--- src/rtl/key_access_if.sv ---
// Request/key handshake bundle between a requester and key_access_ctrl.
// The master side drives the request and the key returned by the key store.
// The slave side (the controller) drives readiness, strobes and status.
interface key_access_if;
  logic        req_valid;
  logic [31:0] req_pw;
  logic        req_ready;
  logic        access_granted;
  logic [31:0] key_in;
  logic        key_valid;
  logic [31:0] key_data;
  logic        req_fail;
  logic [1:0]  fail_cnt;
  logic        locked;

  modport master (
    output req_valid, req_pw, key_in,
    input  req_ready, access_granted, key_valid, key_data, req_fail, fail_cnt, locked
  );

  modport slave (
    input  req_valid, req_pw, key_in,
    output req_ready, access_granted, key_valid, key_data, req_fail, fail_cnt, locked
  );
endinterface

--- src/rtl/key_access_ctrl.sv ---
// Password-gated key access controller.
// A request is accepted in IDLE. The password is checked in the following cycle.
// On a match, the controller grants access for one cycle and then presents the key for one cycle.
// On a mismatch, it pulses req_fail and counts consecutive failures, saturating at 3.
// Optional lockout: define KEY_ACCESS_LOCKOUT_EN to enable the LOCKED state.
// When enabled, MAX_FAIL consecutive failures block requests for LOCK_CYCLES cycles.
module key_access_ctrl #(
  parameter logic [31:0] PASSWORD    = 32'hCAFEF00D,
  parameter int          MAX_FAIL    = 3,
  parameter int          LOCK_CYCLES = 16
) (
  input  logic          clk,
  input  logic          rst_n,
  key_access_if.slave   bus
);
  localparam logic [2:0] IDLE    = 3'd0;
  localparam logic [2:0] CHECK   = 3'd1;
  localparam logic [2:0] GRANT   = 3'd2;
  localparam logic [2:0] CAPTURE = 3'd3;
`ifdef KEY_ACCESS_LOCKOUT_EN
  localparam logic [2:0] LOCKED  = 3'd4;
`endif

  localparam logic [1:0] MAX_FAIL_CNT = 2'(MAX_FAIL);
  localparam logic [7:0] LOCK_LOAD    = 8'(LOCK_CYCLES - 1);

  logic [2:0]  state_reg, state_next;
  logic [1:0]  fail_cnt_reg, fail_cnt_next;
  logic [31:0] pw_reg;
  logic [31:0] key_data_reg;
  logic        ready_reg;
  logic        accept;
  logic        pw_match;
  logic [1:0]  fail_inc;

`ifdef KEY_ACCESS_LOCKOUT_EN
  logic [7:0]  lock_cnt_reg;
`endif

  // ready_reg is a registered copy of "next state is IDLE".
  // This holds req_ready low during reset and raises it one edge after release.
  assign accept   = bus.req_valid && ready_reg;
  assign pw_match = (pw_reg == PASSWORD);
  assign fail_inc = (fail_cnt_reg == 2'd3) ? 2'd3 : fail_cnt_reg + 2'd1;

  // Next-state and failure-count decisions
  always_comb begin
    state_next    = state_reg;
    fail_cnt_next = fail_cnt_reg;
    case (state_reg)
      IDLE: begin
        if (accept) state_next = CHECK;
      end
      CHECK: begin
        if (pw_match) begin
          state_next = GRANT;
        end else begin
          fail_cnt_next = fail_inc;
          state_next    = IDLE;
`ifdef KEY_ACCESS_LOCKOUT_EN
          if (fail_inc == MAX_FAIL_CNT) state_next = LOCKED;
`endif
        end
      end
      GRANT: begin
        state_next = CAPTURE;
      end
      CAPTURE: begin
        fail_cnt_next = 2'd0;
        state_next    = IDLE;
      end
`ifdef KEY_ACCESS_LOCKOUT_EN
      LOCKED: begin
        if (lock_cnt_reg == 8'd0) begin
          fail_cnt_next = 2'd0;
          state_next    = IDLE;
        end
      end
`endif
      default: begin
        state_next = IDLE;
      end
    endcase
  end

  // State, failure count and ready flag
  always_ff @(posedge clk or negedge rst_n) begin
    if (!rst_n) begin
      state_reg    <= IDLE;
      fail_cnt_reg <= 2'd0;
      ready_reg    <= 1'b0;
    end else begin
      state_reg    <= state_next;
      fail_cnt_reg <= fail_cnt_next;
      ready_reg    <= (state_next == IDLE);
    end
  end

  // Candidate password, captured on the accepting edge
  always_ff @(posedge clk or negedge rst_n) begin
    if (!rst_n) begin
      pw_reg <= 32'h0;
    end else if (accept) begin
      pw_reg <= bus.req_pw;
    end
  end

  // Key capture: loaded on the edge ending GRANT, zero in every other cycle
  always_ff @(posedge clk or negedge rst_n) begin
    if (!rst_n) begin
      key_data_reg <= 32'h0;
    end else begin
      key_data_reg <= (state_reg == GRANT) ? bus.key_in : 32'h0;
    end
  end

`ifdef KEY_ACCESS_LOCKOUT_EN
  // Lockout timer: loads LOCK_CYCLES-1 on entry, counts down to 0, then releases
  always_ff @(posedge clk or negedge rst_n) begin
    if (!rst_n) begin
      lock_cnt_reg <= 8'd0;
    end else if ((state_next == LOCKED) && (state_reg != LOCKED)) begin
      lock_cnt_reg <= LOCK_LOAD;
    end else if ((state_reg == LOCKED) && (lock_cnt_reg != 8'd0)) begin
      lock_cnt_reg <= lock_cnt_reg - 8'd1;
    end
  end

  assign bus.locked = (state_reg == LOCKED);
`else
  // Lockout parameters have no effect in this build
  logic unused_cfg;
  assign unused_cfg = ^{LOCK_LOAD, MAX_FAIL_CNT};
  assign bus.locked = 1'b0;
`endif

  assign bus.req_ready      = ready_reg;
  assign bus.access_granted = (state_reg == GRANT);
  assign bus.key_valid      = (state_reg == CAPTURE);
  assign bus.key_data       = key_data_reg;
  assign bus.req_fail       = (state_reg == CHECK) && !pw_match;
  assign bus.fail_cnt       = fail_cnt_reg;
endmodule
--- src/flat_wrapper.sv ---
// flat-port wrapper written by rule: the top's interface ports become plain ports
module key_access_ctrl_flat 
#(
  parameter logic [31:0] PASSWORD    = 32'hCAFEF00D,
  parameter int          MAX_FAIL    = 3,
  parameter int          LOCK_CYCLES = 16
)
  (clk, rst_n, bus_req_valid, bus_req_pw, bus_key_in, bus_req_ready, bus_access_granted, bus_key_valid, bus_key_data, bus_req_fail, bus_fail_cnt, bus_locked);
  key_access_if bus_i ();
  input  logic clk;
  input  logic rst_n;
  input wire logic [$bits(bus_i.req_valid)-1:0] bus_req_valid;
  input wire logic [$bits(bus_i.req_pw)-1:0] bus_req_pw;
  input wire logic [$bits(bus_i.key_in)-1:0] bus_key_in;
  output wire logic [$bits(bus_i.req_ready)-1:0] bus_req_ready;
  output wire logic [$bits(bus_i.access_granted)-1:0] bus_access_granted;
  output wire logic [$bits(bus_i.key_valid)-1:0] bus_key_valid;
  output wire logic [$bits(bus_i.key_data)-1:0] bus_key_data;
  output wire logic [$bits(bus_i.req_fail)-1:0] bus_req_fail;
  output wire logic [$bits(bus_i.fail_cnt)-1:0] bus_fail_cnt;
  output wire logic [$bits(bus_i.locked)-1:0] bus_locked;
  assign bus_i.req_valid = bus_req_valid;
  assign bus_i.req_pw = bus_req_pw;
  assign bus_i.key_in = bus_key_in;
  assign bus_req_ready = bus_i.req_ready;
  assign bus_access_granted = bus_i.access_granted;
  assign bus_key_valid = bus_i.key_valid;
  assign bus_key_data = bus_i.key_data;
  assign bus_req_fail = bus_i.req_fail;
  assign bus_fail_cnt = bus_i.fail_cnt;
  assign bus_locked = bus_i.locked;
  key_access_ctrl #(.PASSWORD(PASSWORD), .MAX_FAIL(MAX_FAIL), .LOCK_CYCLES(LOCK_CYCLES)) u_core (.clk(clk), .rst_n(rst_n), .bus(bus_i));
endmodule
--- config.mk ---
export PLATFORM = sky130hd
export DESIGN_NAME = key_access_ctrl_flat
export DESIGN_NICKNAME = d
export VERILOG_FILES = /design/src/rtl/key_access_if.sv /design/src/rtl/key_access_ctrl.sv /design/src/flat_wrapper.sv
export SDC_FILE = /design/constraint.sdc
export NUM_CORES = 1
export LEC_CHECK = 0
export CORE_MARGIN = 3
export CORE_UTILIZATION = 42
export DETAILED_ROUTE_END_ITERATION = 7
export PLACE_DENSITY = 0.78
export SETUP_SLACK_MARGIN = 0.4
export SYNTH_ARGS = -nofsm -noshare
export SYNTH_HDL_FRONTEND = slang
export SYNTH_SLANG_ARGS = --single-unit
--- constraint.sdc ---
create_clock -name clk -period 2.2 [get_ports clk]
set_clock_uncertainty 0.15 [all_clocks]
set_input_delay 0.44 -clock clk [delete_from_list [all_inputs] [get_ports clk]]
set_output_delay 0.44 -clock clk [all_outputs]
set_load 0.01 [all_outputs]
* Word-level counts from Yosys, hierarchy flattened *
Cells that the tools add are included.
W data, S select, Z words.

operators by class
  add/sub/neg operators = 1
  eq/ne operators = 6
  mux-type cells = 7
  reduce and logical (&&, ||, !) cells = 7

operators with widths
  cell                    number
  $eq A32 B32 Y1 const B  1
  $mux W32                1
  $pmux W3 S3             1
  $eq A3 B2 Y1 const B    2
  $logic_not A3 Y1        2
  $mux W2                 3
  $pmux W2 S2             1
  $eq A3 B1 Y1 const B    1
  $mux W3                 1
  $add A2 B1 Y2 const B   1
  $eq A2 B2 Y1 const B    1
  $logic_and A1 B1 Y1     2
  $ne A2 B2 Y1 const B    1
  $reduce_and A2 Y1       1
  $reduce_bool A2 Y1      1
  $logic_not A1 Y1        1

storage, ports and cells
  flip-flop bits (word level) = 70
  input bits = 67
  output and inout port bits = 39
  logic and storage cells = 26

* Longest topological paths before layout *
Gate-level depths: netlist (run 1).

  depth in word-level cells = 4
  gate-level depth with buffers = 4
  mapped depth without buffers = 4

* Worst setup path after synthesis (run 1) *
Ideal clock, no wire load.

  path type = flip-flop to output port
  from = reg u_core.pw_reg[5]
  to = out bus_req_fail
  arrival time = 1.494 ns
  data required time = 1.610 ns
  slack = 0.116 ns
  stages on the path, launching flop included = 5
  buffers on the path = 0
  cells stage by stage = dfrtp_1 > or4b_4 > nor4_4 > a21boi_1 > nor2b_1

on the way
  word-level cells in the longest chain between the ends = 3

ends and longest elaborated chain
  element                   line                    RTL
  start: declaration        key_access_ctrl.sv:29   logic [31:0] pw_reg;
  start signal: assignment  key_access_ctrl.sv:104  pw_reg <= bus.req_pw;
  $eq A32 B32 Y1            key_access_ctrl.sv:43   assign pw_match = (pw_reg == PASSWORD);
  $logic_not A1 Y1          key_access_ctrl.sv:141  assign bus.req_fail = (state_reg == CHECK) && !pw_match;
  $logic_and A1 B1 Y1       key_access_ctrl.sv:141
  end: declaration          flat_wrapper.sv:19      output wire logic [$bits(bus_i.req_fail)-1:0] bus_req_fail;

Every way passes these cells.

* Final worst setup path (run 1) *
  from = reg u_core.pw_reg[9]
  to = out bus_req_fail

The elaborated chain is that of the path after synthesis.

==> reports/results.md, run 1 <==
## Run status
• complete, but fails checks — status
• negative setup slack — failing checks

## Die
• 84.5 um — die extent in y
• 7140 sq um — die area
• 5740 sq um — core area
• 106 — number of top-level pins
• 27 — row count
• 45.1% — initial core utilization
• 84.5 um — die width

## Yosys
• 67.7% — share of the yosys chip area belonging to registers
• 67.7% — post-synth top area share
• 2590 sq um — post-synth design cell area
• 27 — count of unique library cells instantiated by Yosys
• 0 — number of enable-type register cells in the synthesized netlist
• 15.1 sq um — mean instance size in the synthesized netlist
• 172 — Cells after Synth
• 70 — Seq cells post-synth
• sky130_fd_sc_hd__dfrtp_1 — largest area contributor in the netlist
• sky130_fd_sc_hd__dfrtp_1, sky130_fd_sc_hd__mux2_2, sky130_fd_sc_hd__and2_1 — cell types with the largest area share after synthesis
• 100% — Async S/R FF share, synth
• 0 — synth warn
• sky130_fd_sc_hd__dfrtp_1 — most used flip-flop cell after synthesis

## Routing
• 0 — remaining antenna violation count
• 4.70 — average via count per standard cell
• 15.1 um — Avg WL per Cell
• 0 — DRC violations left
• 16 — DRC marker count from the first detailed-route iteration
• 5670 um — total wire length
• 1769 — via count of the routed design
• 4 — drt first pass iters

## Critical path
• reg -> out — start-to-end type of the worst setup path
• register — nature of the critical path startpoint
• primary output — nature of the critical path endpoint
• 1950 ps — CP arrival
• 20 ps — reg2reg setup slack
• 7 — cell depth of the worst flop-to-flop path
• 2 — critical path fanouts, max
• 1610 ps — worst path required time

## Timing
• 0 — Final Hold Viols
• 1 — Final setup violation count
• 0 — count of final max-slew check failures
• 60.5% — worst relative slew slack
• yes — setup repair after global routing missed its margin
• 2540 ps — minimum clock period after layout
• 0.394 GHz — achievable clock frequency
• -340 ps — least setup slack across all paths after layout
• 115% — final worst path period share
• 593 ps — transition at the pin with the smallest max-transition slack

## Clock tree
• 3 — deepest level of the CTS H-tree
• 9 — number of buffers created by CTS
• sky130_fd_sc_hd__clkbuf_8 — clk root buf
• yes — CTS tree
• 330 ps — Clock Latency Late Sink
• 70 — clock sink count
• 2 — maximum number of buffers from clock root to sink
• 70 ps — clock edge transition at the registers on the reported setup and hold paths

## Final layout
• sky130_fd_sc_hd__dfrtp_1, sky130_fd_sc_hd__clkdlybuf4s50_1, sky130_fd_sc_hd__and2_1, sky130_fd_sc_hd__mux2_2, sky130_fd_sc_hd__dlygate4sd2_1 — top library cells by usage in the layout, fill and taps aside
• sky130_fd_sc_hd__dfrtp_1 — most frequent standard cell in the layout excluding fill and tap cells
• 367 — post-layout net count
• 57.5% — area growth from synthesis to final layout
• 27.0% — fraction of layout instances using a drive strength above 1
• 0 — ant diodes
• 432 — Fill cells

## Global route
• 39 — maximum number of pins on one net before global-route repair
• 16.8% — overall global routing resource usage
• 1937 — number of global-route vias before repair
• 9340 um — first-pass GRT wire length
• 0 — number of antenna violations at the first check in global routing
• 0 — gr ovfl total

## Place
• 104 — number of buffers added on ports
• 0.683 — GPL Wtd Cong
• -390 ps — worst setup timing slack at the placement stage
• 4180 um — Post-DP HPWL

## Power and ir drop
• 2.66 mW — Power Total
• 391 uV — worst vdd rail ir drop
• 654 nW/um^2 — Cell Pwr Density
• 2.06 nW — reported leakage power

## Min path
• 1 — number of stages on the worst hold path
• reg -> reg — worst hold-check path type

## Flow run
• 0 — maxcap violations

==> through the flow <==
stage	setup TNS, ps	util, %	cells	instance area [sq um]	hold WS (ps)
2_1_floorplan	0	-	173	2600	-5.59
3_3_place_gp	-358	66.6	355	3830	320
3_5_place_dp	-390	66.6	355	3830	325
4_1_cts	-389	70.1	374	4020	352
5_1_grt	-475	71.0	376	4080	355
6_report	-340	71.0	376	4080	348
==> power by group <==
| part | leakage [nW] | switching, mW | internal, mW |
|---|---|---|---|
| Clock | 0.0910 | 0.439 | 0.458 |
| Sequential | 0.889 | 0.0499 | 1.38 |
| Combinational | 1.08 | 0.107 | 0.231 |
| Total | 2.06 | 0.596 | 2.07 |
==> metal layers <==
layer  share of wire (%)  track usage (%)  vias up
li1                    -                -      833
met1                  39             19.1      850
met2                  49             26.7       75
met3                  11             8.05       11
met4                 2.0             7.77        0
met5                   0                0        -
==> critical path, stage by stage (launching register included) <==
cell and delay, ps:
sky130_fd_sc_hd__dfrtp_1 380, sky130_fd_sc_hd__or4_4 550, sky130_fd_sc_hd__nor4_4 350, sky130_fd_sc_hd__a21boi_2 100
sky130_fd_sc_hd__nor2b_4 140, sky130_fd_sc_hd__buf_6 110
==> final timing paths <==
check	start	end
hold reg to reg	u_core.pw_reg[27]	u_core.pw_reg[27]
max in group asynchronous	rst_n	u_core.bus.req_ready
setup reg to reg	u_core.pw_reg[9]	u_core.bus.fail_cnt[0]
hold / removal	u_core.pw_reg[27]	u_core.pw_reg[27]
min in group asynchronous	rst_n	u_core.bus.key_data[22]
setup / recovery	u_core.pw_reg[9]	bus_req_fail
==> synth_stat cells (2+ instances only) <==
cell type,number
sky130_fd_sc_hd__nor4_4,2
sky130_fd_sc_hd__buf_1,3
sky130_fd_sc_hd__nand2_1,3
sky130_fd_sc_hd__and2_1,32
sky130_fd_sc_hd__a21oi_1,3
sky130_fd_sc_hd__dfrtp_1,70
sky130_fd_sc_hd__a21o_1,2
sky130_fd_sc_hd__nor2b_1,2
sky130_fd_sc_hd__clkbuf_1,3
sky130_fd_sc_hd__nand4b_1,4
sky130_fd_sc_hd__mux2_2,32
==> logic make-up (layout without fill, tap and decap cells) <==
family                 after synthesis  after routing  synth area share, %
multiplexers                        32             32                 13.9
flip-flops                          70             70                 67.7
AND/OR/NAND/NOR                     53             53                 14.8
AO/OA/AOI/OAI                        8              8                 2.13
buffers and inverters                8            139                 1.30
other                                1              2                0.145
==> final cells by class <==
| class | count | area, sq um | area share (%) |
|---|---|---|---|
| clock buffers | 11 | 151 | 3.71 |
| clock inverters | 4 | 22.5 | 0.552 |
| inverters | 1 | 3.75 | 0.0921 |
| multi-input cells | 95 | 845 | 20.7 |
| flip-flops and latches | 70 | 1750 | 43.0 |
| well taps | 72 | 90.1 | 2.21 |
| repair buffers | 123 | 1210 | 29.7 |
==> timing repair <==
item                                    CTS  global route
hold endpoints to repair                 24             0
pin swaps                                 5             4
buffers inserted                          3             2
endpoints found under the setup margin   34            14
gates resized for setup                  48            13
hold buffers                              1             0
(Power assumes the default switching activity.)
==> run 2: changes to the inputs <==
- MAX_ROUTING_LAYER: not set -> met4
- PLACE_DENSITY: 0.78 -> 0.91
==> reports/results.md, run 2 (synthesis gave the netlist of run 1 again) <==
## Run status
• complete, but fails checks — status
• negative setup slack — failing checks

## Routing
• 1749 — via count of the routed design
• 16.2 um — Avg WL per Cell
• 76 — DRC marker count from the first detailed-route iteration
• 6040 um — total wire length
• 0 — remaining antenna violation count
• 0 — DRC violations left
• 4.69 — average via count per standard cell
• 4 — drt first pass iters

## Global route
• 1992 — number of global-route vias before repair
• 40 — maximum number of pins on one net before global-route repair
• 10000 um — first-pass GRT wire length
• 0 — number of antenna violations at the first check in global routing
• 0 — gr ovfl total
• 18.8% — overall global routing resource usage

## Clock tree
• 70 — clock sink count
• 70 ps — clock edge transition at the registers on the reported setup and hold paths
• 2 — maximum number of buffers from clock root to sink
• yes — CTS tree
• sky130_fd_sc_hd__clkbuf_8 — clk root buf
• 9 — number of buffers created by CTS
• 330 ps — Clock Latency Late Sink
• 3 — deepest level of the CTS H-tree

## Die
• 27 — row count
• 84.5 um — die extent in y
• 106 — number of top-level pins
• 84.5 um — die width
• 7140 sq um — die area
• 5740 sq um — core area
• 45.1% — initial core utilization

## Final layout
• 846 sq um — footprint of the multi-input gates
• 1750 sq um — Sequential cell area
• 0 — ant diodes
• sky130_fd_sc_hd__dfrtp_1 — most frequent standard cell in the layout excluding fill and tap cells
• 70.6% — post-layout util
• 426 — Fill cells
• sky130_fd_sc_hd__dfrtp_1, sky130_fd_sc_hd__clkdlybuf4s50_1, sky130_fd_sc_hd__and2_1, sky130_fd_sc_hd__mux2_2, sky130_fd_sc_hd__dlygate4sd2_1 — top library cells by usage in the layout, fill and taps aside
• 25.9% — fraction of layout instances using a drive strength above 1
• 56.5% — area growth from synthesis to final layout
• 363 — post-layout net count

## Critical path
• register — nature of the critical path startpoint
• 1910 ps — CP arrival
• 530 ps — highest cell delay on the worst timing path
• sky130_fd_sc_hd__or4_4 — Critical-path top delay cell
• 1610 ps — worst path required time
• u_core.pw_reg[8] — reg-to-reg critical path startpoint
• 5 — cell depth of the worst flop-to-flop path
• primary output — nature of the critical path endpoint
• 2 — critical path fanouts, max
• reg -> out — start-to-end type of the worst setup path
• or4_4 -> nor4_4 -> a21boi_2 -> nor2b_4 -> buf_6 — CP Cell Sequence
• u_core.bus.req_ready — destination of the worst register-to-register timing path
• 150 ps — reg2reg setup slack

## Timing
• 1 — Final setup violation count
• -304 ps — least setup slack across all paths after layout
• 0 — count of final max-slew check failures
• 0.399 GHz — achievable clock frequency
• -304 ps — post-route setup TNS
• 114% — final worst path period share
• 2500 ps — minimum clock period after layout
• yes — setup repair after global routing missed its margin
• 0 — Final Hold Viols

## Power and ir drop
• 448 uV — worst vdd rail ir drop
• 2.79 mW — Power Total
• 688 nW/um^2 — Cell Pwr Density
• 2.08 nW — reported leakage power

## Place
• -312 ps — worst setup timing slack at the placement stage
• 104 — number of buffers added on ports
• 4480 um — Post-DP HPWL
• 0.733 — GPL Wtd Cong

## Min path
• 1 — number of stages on the worst hold path
• u_core.pw_reg[6] — hold path endpoint
• reg -> reg — worst hold-check path type
• u_core.pw_reg[6] — Worst Hold Launch

## Flow run
• 0 — maxcap violations

## run 2: changes by cell type in the layout (fill, tap and decap cells not counted), sizes merged
| cell | before | now |
|---|---|---|
| buf | 22 | 18 |
| clkdlybuf4s50 | 66 | 65 |
| dlygate4sd2 | 27 | 26 |
| dlymetal6s2s | 7 | 9 |
| clkinvlp | 1 | 0 |
| clkbuf | 11 | 12 |
| bufinv | 0 | 1 |
## run 2: worst max-delay path: cells and delay by family, from the launching register on
kind | cells | cell delay [ps]
and+or+nand+nor | 3 | 990
AOI/OAI and AO/OA | 1 | 100
buffers and inverters | 1 | 110
DFF | 1 | 390
## run 2: area by class of cell
| class | instances | share of cell area, % |
|---|---|---|
| sequential | 70 | 43.3 |
| timing repair buffer | 119 | 28.6 |
| multi-input combinational | 95 | 20.9 |
| clock buffer | 12 | 3.83 |
| tap | 72 | 2.22 |
| clock inverter | 4 | 1.11 |
| inverter | 1 | 0.0926 |
## run 2: repair_timing
action	in CTS	in global routing
resized for setup	47	12
hold endpoints to repair	26	0
buffers inserted	1	3
setup endpoints to repair	33	16
hold buffers	1	0
pin swaps	8	5
## run 2: report_power, final
group | switching, mW | internal, mW
Combinational | 0.109 | 0.225
Sequential | 0.0559 | 1.38
Clock | 0.441 | 0.580
## run 2: per-stage QoR
step	area, sq um	hold WS, ps	cells
floorplan	2600	-5.59	173
global placement	3790	328	352
detailed placement	3790	335	352
CTS	4000	352	370
global route	4050	363	373
finish	4050	351	373
## run 2: how the worst max path moves through the flow
stage                           startpoint      endpoint  slack [ps]  depth (start not counted)
final                     u_core.pw_reg[8]  bus_req_fail        -300                          5
after global routing      u_core.pw_reg[9]  bus_req_fail        -390                          5
after CTS                 u_core.pw_reg[7]  bus_req_fail        -340                          5
after detailed placement  u_core.pw_reg[9]  bus_req_fail        -310                          5
after global placement    u_core.pw_reg[9]  bus_req_fail        -310                          5
after floorplan           u_core.pw_reg[9]  bus_req_fail         140                          4
## run 2: layer usage
metal  GRT usage (%)  up-vias  wire length [um]
met4            6.04        0                56
met2            31.8       65              3320
li1                -      828                 -
met1            21.5      850              2270
met3            5.59        6               399
met5               -        -                 0
==> run 3: changes to the inputs <==
- clock period: 2.2 -> 2.63 ns (I/O delays scaled with it)
==> reports/results.md, run 3 (synthesis gave the netlist of run 1 again) <==
## Run status
• complete, but fails checks — status
• negative setup slack — failing checks

## Global route
• 71 — maximum number of pins on one net before global-route repair
• 31.5% — fraction of met2 tracks used by global routing
• 0 — number of antenna violations at the first check in global routing
• 5.30% — met3 track utilization from global routing
• met2 — Most Used Layer, Global Route
• 19.1% — GRT met1 Usage
• 0 — gr ovfl total
• 9710 um — first-pass GRT wire length
• 18.3% — overall global routing resource usage
• 2020 — number of global-route vias before repair

## Power and ir drop
• 389 uV — worst vdd rail ir drop
• 565 nW/um^2 — Cell Pwr Density
• 1.84 nW — reported leakage power

## Final layout
• sky130_fd_sc_hd__clkdlybuf4s50_1, sky130_fd_sc_hd__dfrtp_1, sky130_fd_sc_hd__and2_1, sky130_fd_sc_hd__mux2_2, sky130_fd_sc_hd__clkbuf_8 — top library cells by usage in the layout, fill and taps aside
• sky130_fd_sc_hd__clkdlybuf4s50_1 — most frequent standard cell in the layout excluding fill and tap cells
• 368 — post-layout net count
• 71.4% — post-layout util
• 4100 sq um — Design Area, Final
• 0 — ant diodes
• 58.5% — area growth from synthesis to final layout
• 26.2% — fraction of layout instances using a drive strength above 1

## Die
• 5740 sq um — core area
• 106 — number of top-level pins
• 7140 sq um — die area
• 84.5 um — die width
• 27 — row count
• 84.5 um — die extent in y
• 45.1% — initial core utilization

## Critical path
• reg -> reg — start-to-end type of the worst setup path
• 12 — cell depth of the worst flop-to-flop path
• u_core.bus.fail_cnt[0] — destination of the worst register-to-register timing path
• -100 ps — reg2reg setup slack
• register — nature of the critical path endpoint
• 2700 ps — worst path required time
• u_core.pw_reg[5] — reg-to-reg critical path startpoint
• u_core.pw_reg[5] — launch point of the worst path
• 2800 ps — CP arrival
• register — nature of the critical path startpoint
• 2 — critical path fanouts, max

## Timing
• 2 — Final setup violation count
• yes — setup repair after global routing missed its margin
• -149 ps — post-route setup TNS
• 0 — count of final max-slew check failures
• -98.5 ps — least setup slack across all paths after layout
• 2730 ps — minimum clock period after layout
• 0 — Final Hold Viols
• 54.5 ps — hold slack
• 104% — final worst path period share
• 0.367 GHz — achievable clock frequency

## Clock tree
• sky130_fd_sc_hd__clkbuf_8 — clk root buf
• 9 — number of buffers created by CTS
• 2 — maximum number of buffers from clock root to sink
• yes — CTS tree
• 70 — clock sink count
• 70 ps — clock edge transition at the registers on the reported setup and hold paths
• 3 — deepest level of the CTS H-tree
• 330 ps — Clock Latency Late Sink

## Routing
• 67 — DRC marker count from the first detailed-route iteration
• 1837 — via count of the routed design
• 4 — drt first pass iters
• 4.87 — average via count per standard cell
• 0 — remaining antenna violation count
• 16.4 um — Avg WL per Cell
• 6200 um — total wire length
• 0 — DRC violations left

## Place
• 3750 sq um — Placed Area
• 104 — number of buffers added on ports
• -36.5 ps — worst setup timing slack at the placement stage
• 0.724 — GPL Wtd Cong
• 4190 um — Post-DP HPWL

## Min path
• in -> async — worst hold-check path type

## Flow run
• 0 — maxcap violations

[run 3: per-stage QoR]
| step | std cells | power [mW] |
|---|---|---|
| after floorplan | 173 | 1.32 |
| after global placement | 348 | 1.47 |
| after detailed placement | 348 | 1.49 |
| after CTS | 371 | 2.32 |
| after global routing | 377 | 2.42 |
| final | 377 | 2.32 |
[run 3: layout make-up]
class	instances	area, sq um
multi-input cells	95	836
inverters	1	3.75
flip-flops and latches	70	1750
clock inverters	2	15.0
well taps	72	90.1
clock buffers	13	179
fillers	397	1640
repair buffers	124	1220
[run 3: power breakdown]
group          switching [mW]  internal [mW]  total, mW
Sequential             0.0516           1.15       1.21
Combinational          0.0928          0.197      0.290
Clock                   0.383          0.441      0.824
[run 3: how the worst max path moves through the flow]
stage / cells past startpoint / end
final: 12 / u_core.bus.fail_cnt[0]
after global routing: 12 / u_core.bus.fail_cnt[0]
after global placement: 5 / bus_req_fail
after floorplan: 4 / bus_req_fail
after CTS: 12 / u_core.bus.fail_cnt[0]
after detailed placement: 5 / bus_req_fail
[run 3: routing by layer]
layer,up-vias,share of wire (%)
li1,839,-
met1,900,37
met2,82,53
met3,16,7.0
met4,0,2.5
met5,-,0
[run 3: what timing repair did]
action / CTS / global route
setup endpoints to repair: 3 / 3
setup buffers: 8 / 6
pin swaps: 4 / 3
resized for setup: 17 / 5
hold buffers: 0 / 0
[run 3: critical path: stages (launching register included)]
cell and delay, ps:
sky130_fd_sc_hd__dfrtp_1 380, sky130_fd_sc_hd__or4b_4 550, sky130_fd_sc_hd__nor4_4 350, sky130_fd_sc_hd__a21boi_2 110
sky130_fd_sc_hd__buf_4 150, sky130_fd_sc_hd__buf_6 100, sky130_fd_sc_hd__buf_6 100, sky130_fd_sc_hd__buf_6 100
sky130_fd_sc_hd__buf_6 100, sky130_fd_sc_hd__buf_6 100, sky130_fd_sc_hd__buf_6 100, sky130_fd_sc_hd__buf_6 100
sky130_fd_sc_hd__o211a_1 220
